==> src/rtl/accumulator_add_sub_nbits.sv <==
// accumulator_add_sub_nbits: WIDTH-bit accumulator with LOAD/ADD/SUB/CLEAR, carry/borrow and
//   signed overflow flags, a saturating operation counter and active-low 7-segment decode.
// Latency: an operation fires on the first cycle go is sampled high after being low; q, cout,
//   ovf, op_count and done are visible the cycle after. hex_a is combinational from a; hex_q
//   follows the q register.
// Backpressure: none. go must be sampled low for at least one cycle between operations, so at
//   most one operation executes every two cycles.
// Ports:
//   Clk, reset       - clock; synchronous active-high reset with priority over everything
//   a, op, go        - operand, opcode (00 LOAD, 01 ADD, 10 SUB, 11 CLEAR), push strobe level
//   q, cout, ovf     - accumulator, carry/borrow, signed overflow (all registered)
//   done, op_count   - one-cycle completion pulse, saturating 8-bit executed-op counter
//   hex_a, hex_q     - segment codes for a and q, digit i at [7i+6:7i], segment a in bit 7i+6
module accumulator_add_sub_nbits #(
  parameter int WIDTH = 8
) (
  input  logic                       Clk,
  input  logic                       reset,
  input  logic [WIDTH-1:0]           a,
  input  logic [1:0]                 op,
  input  logic                       go,
  output logic [WIDTH-1:0]           q,
  output logic                       cout,
  output logic                       ovf,
  output logic                       done,
  output logic [7:0]                 op_count,
  output logic [7*(WIDTH/4)-1:0]     hex_a,
  output logic [7*(WIDTH/4)-1:0]     hex_q
);

  localparam int DIGITS = WIDTH / 4;
  localparam int MSB    = WIDTH - 1;

  localparam logic [1:0] OP_LOAD  = 2'b00;
  localparam logic [1:0] OP_ADD   = 2'b01;
  localparam logic [1:0] OP_SUB   = 2'b10;
  localparam logic [1:0] OP_CLEAR = 2'b11;

  logic [WIDTH-1:0] acc_q, acc_d;
  logic             cout_q, cout_d;
  logic             ovf_q, ovf_d;
  logic [7:0]       cnt_q, cnt_d;
  logic             go_q;
  logic             done_q;

  logic             fire;
  logic [WIDTH:0]   sum;
  logic [WIDTH:0]   diff;
  logic [7:0]       cnt_inc;

  // go_q resets high so a strobe held through reset must drop and rise again to fire.
  assign fire = go & ~go_q;

  // Extra top bit carries the unsigned carry (ADD) or borrow (SUB, set exactly when a > q).
  assign sum  = {1'b0, acc_q} + {1'b0, a};
  assign diff = {1'b0, acc_q} - {1'b0, a};

  always_comb begin
    acc_d   = acc_q;
    cout_d  = cout_q;
    ovf_d   = ovf_q;
    cnt_d   = cnt_q;
    cnt_inc = (cnt_q == 8'hFF) ? cnt_q : cnt_q + 8'd1;
    if (fire) begin
      case (op)
        OP_LOAD: begin
          acc_d  = a;
          cout_d = 1'b0;
          ovf_d  = 1'b0;
          cnt_d  = cnt_inc;
        end
        OP_ADD: begin
          acc_d  = sum[WIDTH-1:0];
          cout_d = sum[WIDTH];
          // Same-sign operands producing a result of the other sign.
          ovf_d  = (acc_q[MSB] == a[MSB]) && (sum[MSB] != acc_q[MSB]);
          cnt_d  = cnt_inc;
        end
        OP_SUB: begin
          acc_d  = diff[WIDTH-1:0];
          cout_d = diff[WIDTH];
          // Opposite-sign operands where the result sign departs from the minuend.
          ovf_d  = (acc_q[MSB] != a[MSB]) && (diff[MSB] != acc_q[MSB]);
          cnt_d  = cnt_inc;
        end
        default: begin
          acc_d  = '0;
          cout_d = 1'b0;
          ovf_d  = 1'b0;
          cnt_d  = 8'd0;
        end
      endcase
    end
  end

  always_ff @(posedge Clk) begin
    if (reset) begin
      acc_q  <= '0;
      cout_q <= 1'b0;
      ovf_q  <= 1'b0;
      cnt_q  <= 8'd0;
      go_q   <= 1'b1;
      done_q <= 1'b0;
    end else begin
      acc_q  <= acc_d;
      cout_q <= cout_d;
      ovf_q  <= ovf_d;
      cnt_q  <= cnt_d;
      go_q   <= go;
      done_q <= fire;
    end
  end

  assign q        = acc_q;
  assign cout     = cout_q;
  assign ovf      = ovf_q;
  assign op_count = cnt_q;
  assign done     = done_q;

  // Active-low segments packed as {a,b,c,d,e,f,g}.
  function automatic logic [6:0] seg7(input logic [3:0] v);
    logic [6:0] s;
    case (v)
      4'h0: s = 7'b0000001;
      4'h1: s = 7'b1001111;
      4'h2: s = 7'b0010010;
      4'h3: s = 7'b0000110;
      4'h4: s = 7'b1001100;
      4'h5: s = 7'b0100100;
      4'h6: s = 7'b0100000;
      4'h7: s = 7'b0001111;
      4'h8: s = 7'b0000000;
      4'h9: s = 7'b0000100;
      4'hA: s = 7'b0001000;
      4'hB: s = 7'b1100000;
      4'hC: s = 7'b0110001;
      4'hD: s = 7'b1000010;
      4'hE: s = 7'b0110000;
      default: s = 7'b0111000;
    endcase
    return s;
  endfunction

  for (genvar i = 0; i < DIGITS; i++) begin : g_hex
    assign hex_a[7*i+6 -: 7] = seg7(a[4*i+3 -: 4]);
    assign hex_q[7*i+6 -: 7] = seg7(acc_q[4*i+3 -: 4]);
  end

endmodule

==> config.mk <==
export PLATFORM = sky130hd
export DESIGN_NAME = accumulator_add_sub_nbits
export DESIGN_NICKNAME = d
export VERILOG_FILES = /design/src/rtl/accumulator_add_sub_nbits.sv
export SDC_FILE = /design/constraint.sdc
export NUM_CORES = 1
export LEC_CHECK = 0
export CAP_MARGIN = 0
export CORE_ASPECT_RATIO = 1.5
export CORE_MARGIN = 1.5
export CORE_UTILIZATION = 35
export CTS_BUF_LIST = sky130_fd_sc_hd__clkbuf_4 sky130_fd_sc_hd__clkbuf_8 sky130_fd_sc_hd__clkbuf_16
export CTS_CLUSTER_SIZE = 30
export DETAILED_ROUTE_END_ITERATION = 7
export GPL_TIMING_DRIVEN = 0
export SLEW_MARGIN = 20
export SYNTH_ARGS = -nofsm -noshare
export SYNTH_HDL_FRONTEND = slang
export SYNTH_SLANG_ARGS = --single-unit
==> constraint.sdc <==
create_clock -name Clk -period 4.05 [get_ports Clk]
set_input_delay 0.81 -clock Clk [delete_from_list [all_inputs] [get_ports Clk]]
set_output_delay 0.81 -clock Clk [all_outputs]
set_load 0.01 [all_outputs]
==> results.txt, run 1 <==
Pre-antenna DRT Iters -> 4
root buf cell -> clkbuf_16
# hold bufs at CTS -> 0
Core Region -> 0.00883 mm2
Post-Syn Nets -> 445
RSZ-0062 raised after global routing -> false
area grow syn2layout -> 30.4%
Nets -> 512
Initial Util -> 36.2%
initial drt markers -> 130
R2R setup slack -> 1000 ps
startpoint types -> input port
Min-Delay Startpoint -> ovf
wire per inst -> 14.7 um
worst reg2reg path endpoint -> hex_q[13]
Reg clk slew, reported paths -> 50 ps
Hold EP -> ovf
Total GRT Usage -> 18.5%
Via density -> 5.37
largest cells by area after synthesis -> dfxtp_1 21%, ha_1 17%, nor2_1 6.3%, mux2i_1 3.8%, inv_1 3.8%
wl on met1 -> 3410 um
CTS Buffer Depth -> 2
CP required -> 3240 ps
Peak VDD IR -> 0.000242 V
CP max FO -> 10
Cells after Synth -> 386
Hold Path Class -> reg2reg
largest area contributor in the netlist -> dfxtp_1
reg2reg path depth -> 14
Worst-Margin Slew -> 630 ps
Die X -> 81.0 um
max_slew headroom -> 57.8%
post-synthesis sequential area ratio -> 21.3%
Core Util, Final -> 47.2%
Clock Latency Late Sink -> 280 ps
critical path type -> in2out
IO Pins -> 60
global-route wire length before repair -> 14,200 um
Lkg Pwr -> 1.82 nW
CTS Sinks -> 34
vias in the first global route -> 3,058
Top FF cell, synth -> dfxtp_1
drt drc -> 0
Tcrit/Tclk final -> 94.1%
fmax -> 0.262 GHz
TritonCTS buffer count -> 5
Synth top area share -> 21.3%
Setup Viol. Count Final -> 0
Final Max Tran Viols -> 0
H-tree lvl count -> 2
die height -> 120 um
Setup TNS -> 0 ps
max-cap viol count -> 0
Seq cells post-synth -> 34
Met2 Wirelength -> 4380 um
routed wire length -> 8300 um
routability congestion estimate -> 0.861
Overflow after GRT -> 0
final-report hold violation count -> 0
number of synthesized flops with an enable pin -> 0
CTS tree -> done
clk_skew -> 5.32 ps
DR WL met3 -> 200 um
Die ar. -> 0.00972 mm2
Detailed Place HPWL -> 6520 um
via count -> 3,028
pin count of the biggest net entering global routing -> 12
initial antenna violation count -> 0
post-synthesis cell type count -> 71
Top Layer Used -> met4
fraction of registers with async set or reset after synthesis -> 0%
Worst Hold Depth -> 2
status -> completed
Final ANT Viol Nets -> 0
mean post-synth cell area -> 8.27 um2
Tmin final -> 3810 ps
Reg-to-Reg Start -> q[0]
Worst setup EP type -> output pin
synthesized area -> 0.00319 mm2
# diodes -> 0
Synth warnings -> 0
std cell rows -> 42
power per cell area -> 261 mW/mm2
Critical Path AT -> 3000 ps
number of buffers added on ports -> 58
share of cells above drive strength 1 -> 11.9%
==> cell type report <==
cell class	count	area [um2]
clock buffer	5	125
timing repair buffer	60	606
fill	896	4670
multi-input combinational	297	2310
tap	110	138
buffer	20	134
sequential	34	681
clock inverter	3	40.0
inverter	35	133
==> report_power, final <==
part | internal, W | switching, W | total, W
registers | 0.000348 | 0.00000908 | 0.000357
logic | 0.000144 | 0.000158 | 0.000302
clock network | 0.000287 | 0.000137 | 0.000425
==> cells in the mapped netlist, drive strengths merged (5+ instances only) <==
cell type / n
a211oi: 5
a21oi: 22
a221oi: 5
a22o: 5
buf: 8
clkbuf: 12
dfxtp: 34
ha: 44
inv: 32
mux2i: 12
nand2: 27
nand2b: 12
nand3: 7
nor2: 55
o21ai: 11
or2: 5
==> per-stage QoR <==
stage          worst slack, ps  area, um2  hold slack (ps)  std cells  power, W
6_report                   240       4160              467        564   0.00108
5_1_grt                   36.3       4160              510        564   0.00114
4_1_cts                   5.90       4120              471        564   0.00110
3_5_place_dp              -662       3910              464        554  0.000657
3_3_place_gp              -667       3910              461        554  0.000655
2_1_floorplan              599       3190              481        386  0.000548
==> kinds of logic after synthesis <==
| family | count (synthesis) | share of synthesized area, % |
|---|---|---|
| muxes | 17 | 6.94 |
| xor gates and xnor gates | 8 | 2.19 |
| adders and majority gates | 46 | 18.5 |
| AOI/OAI and AO/OA | 97 | 22.9 |
| buffers and inverters | 55 | 8.31 |
| and+or+nand+nor | 129 | 19.9 |
| DFF | 34 | 21.3 |
==> critical path: stages <==
cell and delay, ps:
clkdlybuf4s50_1 480, clkbuf_1 360, clkinv_1 360, o32ai_1 390
clkdlybuf4s50_1 600
==> per-layer routing <==
layer / up-vias / global-route usage [%]
met4: 0 / 9.59
met3: 23 / 2.13
met2: 66 / 32.6
li1: 1502 / -
met1: 1437 / 21.3
met5: - / 0
==> worst max-delay path by stage <==
stage / depth (start not counted) / start / slack (ps) / endpoint
2_1_floorplan: 13 / a[2] / 600 / hex_q[10]
3_3_place_gp: 14 / a[2] / -670 / hex_q[10]
3_5_place_dp: 14 / a[2] / -660 / hex_q[10]
5_1_grt: 15 / a[3] / 40 / hex_q[10]
6_report: 5 / a[7] / 240 / hex_a[12]
4_1_cts: 14 / a[2] / 6 / hex_q[10]
==> cells in the final DEF, fill, tap and decap left out, types with 5 or more instances in the layout <==
master / netlist / final
a21oi_1: 21 / 20
a22o_1: 5 / 5
clkbuf_1: 8 / 8
clkbuf_16: 0 / 5
clkdlybuf4s50_1: 0 / 54
dfxtp_1: 34 / 34
ha_1: 44 / 44
inv_1: 32 / 31
mux2i_1: 12 / 12
nand2_1: 27 / 27
nand2b_1: 11 / 11
nand3_1: 7 / 7
nor2_1: 54 / 53
o21ai_0: 11 / 11
or2_2: 5 / 5
==> timing repair <==
item,4_1_cts,5_1_grt
buffers inserted,2,0
gates resized for setup,6,9
pin swaps,2,2
setup endpoints to repair,7,8
==> sequential cells by signal (all words and copies together), names as in the netlist <==
signal,count
done,1
q,8
ovf,1
op_count,8
hex_q,14
go_q,1
cout,1
Note: power is estimated with default switching activity, not from simulation.
==> inputs of run 2 (changes only) <==
--- a/config.mk
+++ b/config.mk
@@ -6,6 +6,8 @@
 export NUM_CORES = 1
 export LEC_CHECK = 0
 export CAP_MARGIN = 0
+export CELL_PAD_IN_SITES_DETAIL_PLACEMENT = 0
+export CELL_PAD_IN_SITES_GLOBAL_PLACEMENT = 1
 export CORE_ASPECT_RATIO = 1.5
 export CORE_MARGIN = 1.5
 export CORE_UTILIZATION = 35
@@ -13,6 +15,7 @@
 export CTS_CLUSTER_SIZE = 30
 export DETAILED_ROUTE_END_ITERATION = 7
 export GPL_TIMING_DRIVEN = 0
+export PLACE_DENSITY_LB_ADDON = 0.1
 export SLEW_MARGIN = 20
 export SYNTH_ARGS = -nofsm -noshare
 export SYNTH_HDL_FRONTEND = slang
==> results.txt, run 2 (same netlist as run 1, synthesis figures left out) <==
H-tree lvl count -> 2 (unchanged)
pin count of the biggest net entering global routing -> 11 (was 12)
CP required -> 4200 ps (was 3240 ps)
routed wire length -> 8580 um (was 8300 um)
CTS tree -> done (unchanged)
Reg clk slew, reported paths -> 50 ps (about the same)
via count -> 2,993 (was 3,028)
fmax -> 0.264 GHz (was 0.262 GHz)
Total GRT Usage -> 18.8% (was 18.5%)
wire per inst -> 15.2 um (was 14.7 um)
Die ar. -> 0.00972 mm2 (unchanged)
CTS Sinks -> 34 (unchanged)
area grow syn2layout -> 29.7% (was 30.4%)
power per cell area -> 252 mW/mm2 (was 261 mW/mm2)
CP max FO -> 7 (was 10)
Overflow after GRT -> 0 (unchanged)
Min-Delay Startpoint -> ovf (unchanged)
Setup Viol. Count Final -> 0 (unchanged)
worst reg2reg path endpoint -> hex_q[13] (unchanged)
Pre-antenna DRT Iters -> 4 (unchanged)
Nets -> 511 (was 512)
Via density -> 5.32 (was 5.37)
max_slew headroom -> 60.1% (was 57.8%)
Core Region -> 0.00883 mm2 (unchanged)
Hold EP -> ovf (unchanged)
global-route wire length before repair -> 14,600 um (was 14,200 um)
Power Total -> 0.00104 W (was 0.00108 W)
Worst Hold Depth -> 2 (unchanged)
Reg-to-Reg Start -> q[0] (unchanged)
Die X -> 81.0 um (unchanged)
Peak VDD IR -> 0.000269 V (was 0.000242 V)
final worst slack -> 256 ps (was 240 ps)
vias in the first global route -> 3,007 (was 3,058)
Final Max Tran Viols -> 0 (unchanged)
startpoint types -> input port (unchanged)
TritonCTS buffer count -> 5 (unchanged)
Initial Util -> 36.2% (unchanged)
Clock Latency Late Sink -> 270 ps (was 280 ps)
final-report hold violation count -> 0 (unchanged)
number of buffers added on ports -> 58 (unchanged)
clk_skew -> 4.13 ps (was 5.32 ps)
Tmin final -> 3790 ps (was 3810 ps)
# hold bufs at CTS -> 0 (unchanged)
routability congestion estimate -> 0.830 (was 0.861)
Lkg Pwr -> 1.84 nW (was 1.82 nW)
Critical Path AT -> 3950 ps (was 3000 ps)
Tcrit/Tclk final -> 93.7% (was 94.1%)
status -> completed (unchanged)
die height -> 120 um (unchanged)
Worst-Margin Slew -> 596 ps (was 630 ps)
most frequent cells in the layout -> 54 x nor2_1, 53 x clkdlybuf4s50_1, 44 x ha_1 (was 54 x clkdlybuf4s50_1, 53 x nor2_1, 44 x ha_1)
initial antenna violation count -> 0 (unchanged)
Worst setup EP type -> flip-flop (was output pin)
# diodes -> 0 (unchanged)
commonest non-fill, non-tap cell in the layout -> nor2_1 (was clkdlybuf4s50_1)
CTS Buffer Depth -> 2 (unchanged)
std cell rows -> 42 (unchanged)
Setup TNS -> 0 ps (unchanged)
max-cap viol count -> 0 (unchanged)
max FFs per register -> 14 (unchanged)
critical path type -> in2reg (was in2out)
Hold Path Class -> reg2reg (unchanged)
R2R setup slack -> 960 ps (was 1000 ps)
Final ANT Viol Nets -> 0 (unchanged)
dpl cell area -> 0.00391 mm2 (unchanged)
root buf cell -> clkbuf_16 (unchanged)
IO Pins -> 60 (unchanged)
reg2reg path depth -> 14 (unchanged)
share of cells above drive strength 1 -> 12.1% (was 11.9%)
pre-CTS WS -> -811 ps (was -662 ps)
drt drc -> 0 (unchanged)
Detailed Place HPWL -> 6630 um (was 6520 um)
Design Area, Final -> 0.00414 mm2 (was 0.00416 mm2)
RSZ-0062 raised after global routing -> false (unchanged)
initial drt markers -> 155 (was 130)
-- run 2: cell types whose count changed in the layout (fill, tap and decap cells not counted), sizes merged --
| cell | before | now |
|---|---|---|
| clkdlybuf4s50 | 54 | 53 |
| buf | 10 | 9 |
| clkinv | 5 | 3 |
| dlymetal6s2s | 4 | 5 |
| inv | 32 | 33 |
| bufinv | 1 | 0 |
| clkbuf | 17 | 19 |
-- run 2: power by group --
group / switching, W / internal (W)
registers: 0.00000816 / 0.000348
clock network: 0.000132 / 0.000250
logic: 0.000160 / 0.000144
total: 0.000301 / 0.000742
-- run 2: worst max-delay path, cell delays in order --
cell and delay (ps):
clkdlybuf4s50_1 520, inv_1 110, ha_1 280, buf_2 200
a221oi_4 80, or4_1 410, a21boi_1 250, a211oi_4 80
o41ai_4 400, inv_1 140, ha_1 320, a21oi_1 40
a211oi_1 230, a21oi_1 70
-- run 2: how the worst max path moves through the flow --
stage                     from         to
after floorplan           a[2]  hex_q[10]
after global placement    a[2]  hex_q[10]
after detailed placement  a[2]  hex_q[10]
after CTS                 a[2]  hex_q[10]
after global routing      a[3]  hex_q[10]
final                     a[3]  hex_q[10]
-- run 2: timing repair --
action,4_1_cts,5_1_grt
pin swaps,1,0
resized for setup,8,11
setup buffers,1,0
setup endpoints to repair,7,7
-- run 2: per-stage QoR --
stage / cells / hold slack, ps / utilization [%]
final: 563 / 461 / 46.9
after global routing: 563 / 478 / 46.9
after CTS: 563 / 465 / 46.6
after detailed placement: 554 / 458 / 44.3
after global placement: 554 / 461 / 44.3
after floorplan: 386 / 481 / -
-- run 2: routing by layer --
metal  GRT usage (%)  vias to the layer above  part of all wire [%]
li1                -                     1501                     -
met1            22.3                     1417                    42
met2            33.6                       61                    53
met3            1.90                       14                   2.5
met4            7.44                        0                   1.9
met5               0                        -                     0
-- run 2: final cells by class --
class	count	area, um2
plain buffers	20	134
clock buffers	7	146
clock inverters	1	5.00
fillers	894	4690
inverters	35	133
multi-input cells	297	2310
flip-flops and latches	34	681
well taps	110	138
repair buffers	59	601
==> inputs of run 3 (changes only) <==
--- a/config.mk
+++ b/config.mk
@@ -10,7 +10,7 @@
 export CELL_PAD_IN_SITES_GLOBAL_PLACEMENT = 1
 export CORE_ASPECT_RATIO = 1.5
 export CORE_MARGIN = 1.5
-export CORE_UTILIZATION = 35
+export CORE_UTILIZATION = 39
 export CTS_BUF_LIST = sky130_fd_sc_hd__clkbuf_4 sky130_fd_sc_hd__clkbuf_8 sky130_fd_sc_hd__clkbuf_16
 export CTS_CLUSTER_SIZE = 30
 export DETAILED_ROUTE_END_ITERATION = 7
==> results.txt, run 3 (same netlist as run 1, synthesis figures left out) <==
Via density -> 5.27 (was 5.32)
Total GRT Usage -> 19.4% (was 18.8%)
Setup Viol. Count Final -> 0 (unchanged)
clk_skew -> 4.66 ps (was 4.13 ps)
routed wire length -> 8300 um (was 8580 um)
share of cells above drive strength 1 -> 11.5% (was 12.1%)
R2R setup slack -> 1010 ps (was 960 ps)
commonest non-fill, non-tap cell in the layout -> clkdlybuf4s50_1 (was nor2_1)
Detailed Place HPWL -> 6440 um (was 6630 um)
CTS Buffer Depth -> 2 (unchanged)
initial antenna violation count -> 0 (unchanged)
DR WL met3 -> 247 um (was 215 um)
initial drt markers -> 134 (was 155)
Hold Path Class -> reg2reg (unchanged)
most frequent cells in the layout -> 54 x clkdlybuf4s50_1, 53 x nor2_1, 44 x ha_1 (was 54 x nor2_1, 53 x clkdlybuf4s50_1, 44 x ha_1)
root buf cell -> clkbuf_16 (unchanged)
Overflow after GRT -> 0 (unchanged)
final-report hold violation count -> 0 (unchanged)
Hold EP -> ovf (unchanged)
Top Layer Used -> met4 (unchanged)
TritonCTS buffer count -> 5 (unchanged)
std cell rows -> 40 (was 42)
max_slew headroom -> 60.9% (was 60.1%)
Min-Delay Startpoint -> ovf (unchanged)
CP required -> 4220 ps (was 4200 ps)
Pre-antenna DRT Iters -> 4 (unchanged)
die height -> 114 um (was 120 um)
worst reg2reg path endpoint -> hex_q[10] (was hex_q[13])
CTS Sinks -> 34 (unchanged)
Reg clk slew, reported paths -> 50 ps (about the same)
startpoint types -> input port (unchanged)
Worst Hold Depth -> 2 (unchanged)
Tcrit/Tclk final -> 94.2% (was 93.7%)
critical path type -> in2reg (unchanged)
# diodes -> 0 (unchanged)
power per cell area -> 252 mW/mm2 (about the same)
dpl cell area -> 0.00391 mm2 (about the same)
multi-input combinational cell area -> 0.00228 mm2 (was 0.00231 mm2)
# hold bufs at CTS -> 0 (unchanged)
Worst setup EP type -> flip-flop (unchanged)
reg2reg path depth -> 12 (was 14)
pin count of the biggest net entering global routing -> 11 (unchanged)
routability congestion estimate -> 0.835 (was 0.830)
via count -> 2,942 (was 2,993)
wl on met1 -> 3530 um (was 3640 um)
Critical Path AT -> 3980 ps (was 3950 ps)
Power Total -> 0.00104 W (about the same)
vias in the first global route -> 2,850 (was 3,007)
max-cap viol count -> 0 (unchanged)
Tmin final -> 3820 ps (was 3790 ps)
Core Region -> 0.00796 mm2 (was 0.00883 mm2)
Finished Layout Cells -> 558 (was 563)
area grow syn2layout -> 28.6% (was 29.7%)
H-tree lvl count -> 2 (unchanged)
Final ANT Viol Nets -> 0 (unchanged)
drt drc -> 0 (unchanged)
max FFs per register -> 14 (unchanged)
number of buffers added on ports -> 58 (unchanged)
Peak VDD IR -> 0.000330 V (was 0.000269 V)
Die ar. -> 0.00875 mm2 (was 0.00972 mm2)
Design Area, Final -> 0.00411 mm2 (was 0.00414 mm2)
Critical path origin -> a[4] (was a[3])
global-route wire length before repair -> 13,700 um (was 14,600 um)
Reg-to-Reg Start -> q[1] (was q[0])
Die X -> 76.9 um (was 81.0 um)
fmax -> 0.262 GHz (was 0.264 GHz)
Fill cells -> 760 (was 894)
Core Util, Final -> 51.6% (was 46.9%)
CTS tree -> done (unchanged)
Final Max Tran Viols -> 0 (unchanged)
Clock Latency Late Sink -> 280 ps (was 270 ps)
Nets -> 511 (unchanged)
Lkg Pwr -> 1.80 nW (was 1.84 nW)
Met2 Wirelength -> 4320 um (was 4560 um)
IO Pins -> 60 (unchanged)
wire per inst -> 14.9 um (was 15.2 um)
storage element area -> 681 um2 (unchanged)
CP max FO -> 10 (was 7)
Initial Util -> 40.1% (was 36.2%)
status -> completed (unchanged)
Placed Cells -> 549 (was 554)
Worst-Margin Slew -> 584 ps (was 596 ps)
run 3: worst max path at each step:
stage                           end  slack, ps  cells after the start
after floorplan           hex_q[10]        600                     13
after global placement    hex_q[10]       -770                     14
after detailed placement  hex_q[10]       -740                     14
after CTS                 hex_q[10]         40                     14
after global routing      hex_q[10]        -30                     15
final                     hex_q[13]        230                     14
run 3: layer usage:
metal  global-route usage (%)  vias up
met5                        0        -
met4                     8.02        0
met3                     1.92       17
met2                     35.6       67
met1                     22.9     1364
li1                         -     1494
run 3: power by group:
group / internal, W / total (W) / switching, W
clock network: 0.000250 / 0.000382 / 0.000132
registers: 0.000348 / 0.000357 / 0.00000805
logic: 0.000141 / 0.000298 / 0.000157
run 3: metrics by stage:
step,setup slack [ps],TNS [ps],hold slack [ps]
global route,-30.4,-30.4,494
global placement,-771,-4500,463
CTS,39.7,0,464
detailed placement,-739,-4320,456
finish,233,0,455
floorplan,599,0,481
run 3: timing repair:
action / in CTS / in global routing
pin swaps: 1 / 2
setup endpoints to repair: 7 / 7
resized for setup: 6 / 6
setup buffers: 1 / 0
gates cloned: 0 / 0
run 3: layout make-up:
cell class,count,share of cell area (%)
tap,105,3.20
multi-input combinational,297,55.6
buffer,20,3.26
clock inverter,1,0.122
timing repair buffer,59,14.5
inverter,35,3.23
clock buffer,7,3.56
sequential,34,16.6
run 3: worst max-delay path: stages:
cell             delay (ps)
clkdlybuf4s50_1         590
inv_1                   180
ha_1                    340
buf_6                   150
nor3b_1                 130
a221o_1                 270
a22o_1                  190
a211oi_2                310
o41ai_2                 140
buf_4                   180
ha_1                    240
nor3b_2                 190
a21oi_1                  60
o22a_1                  200
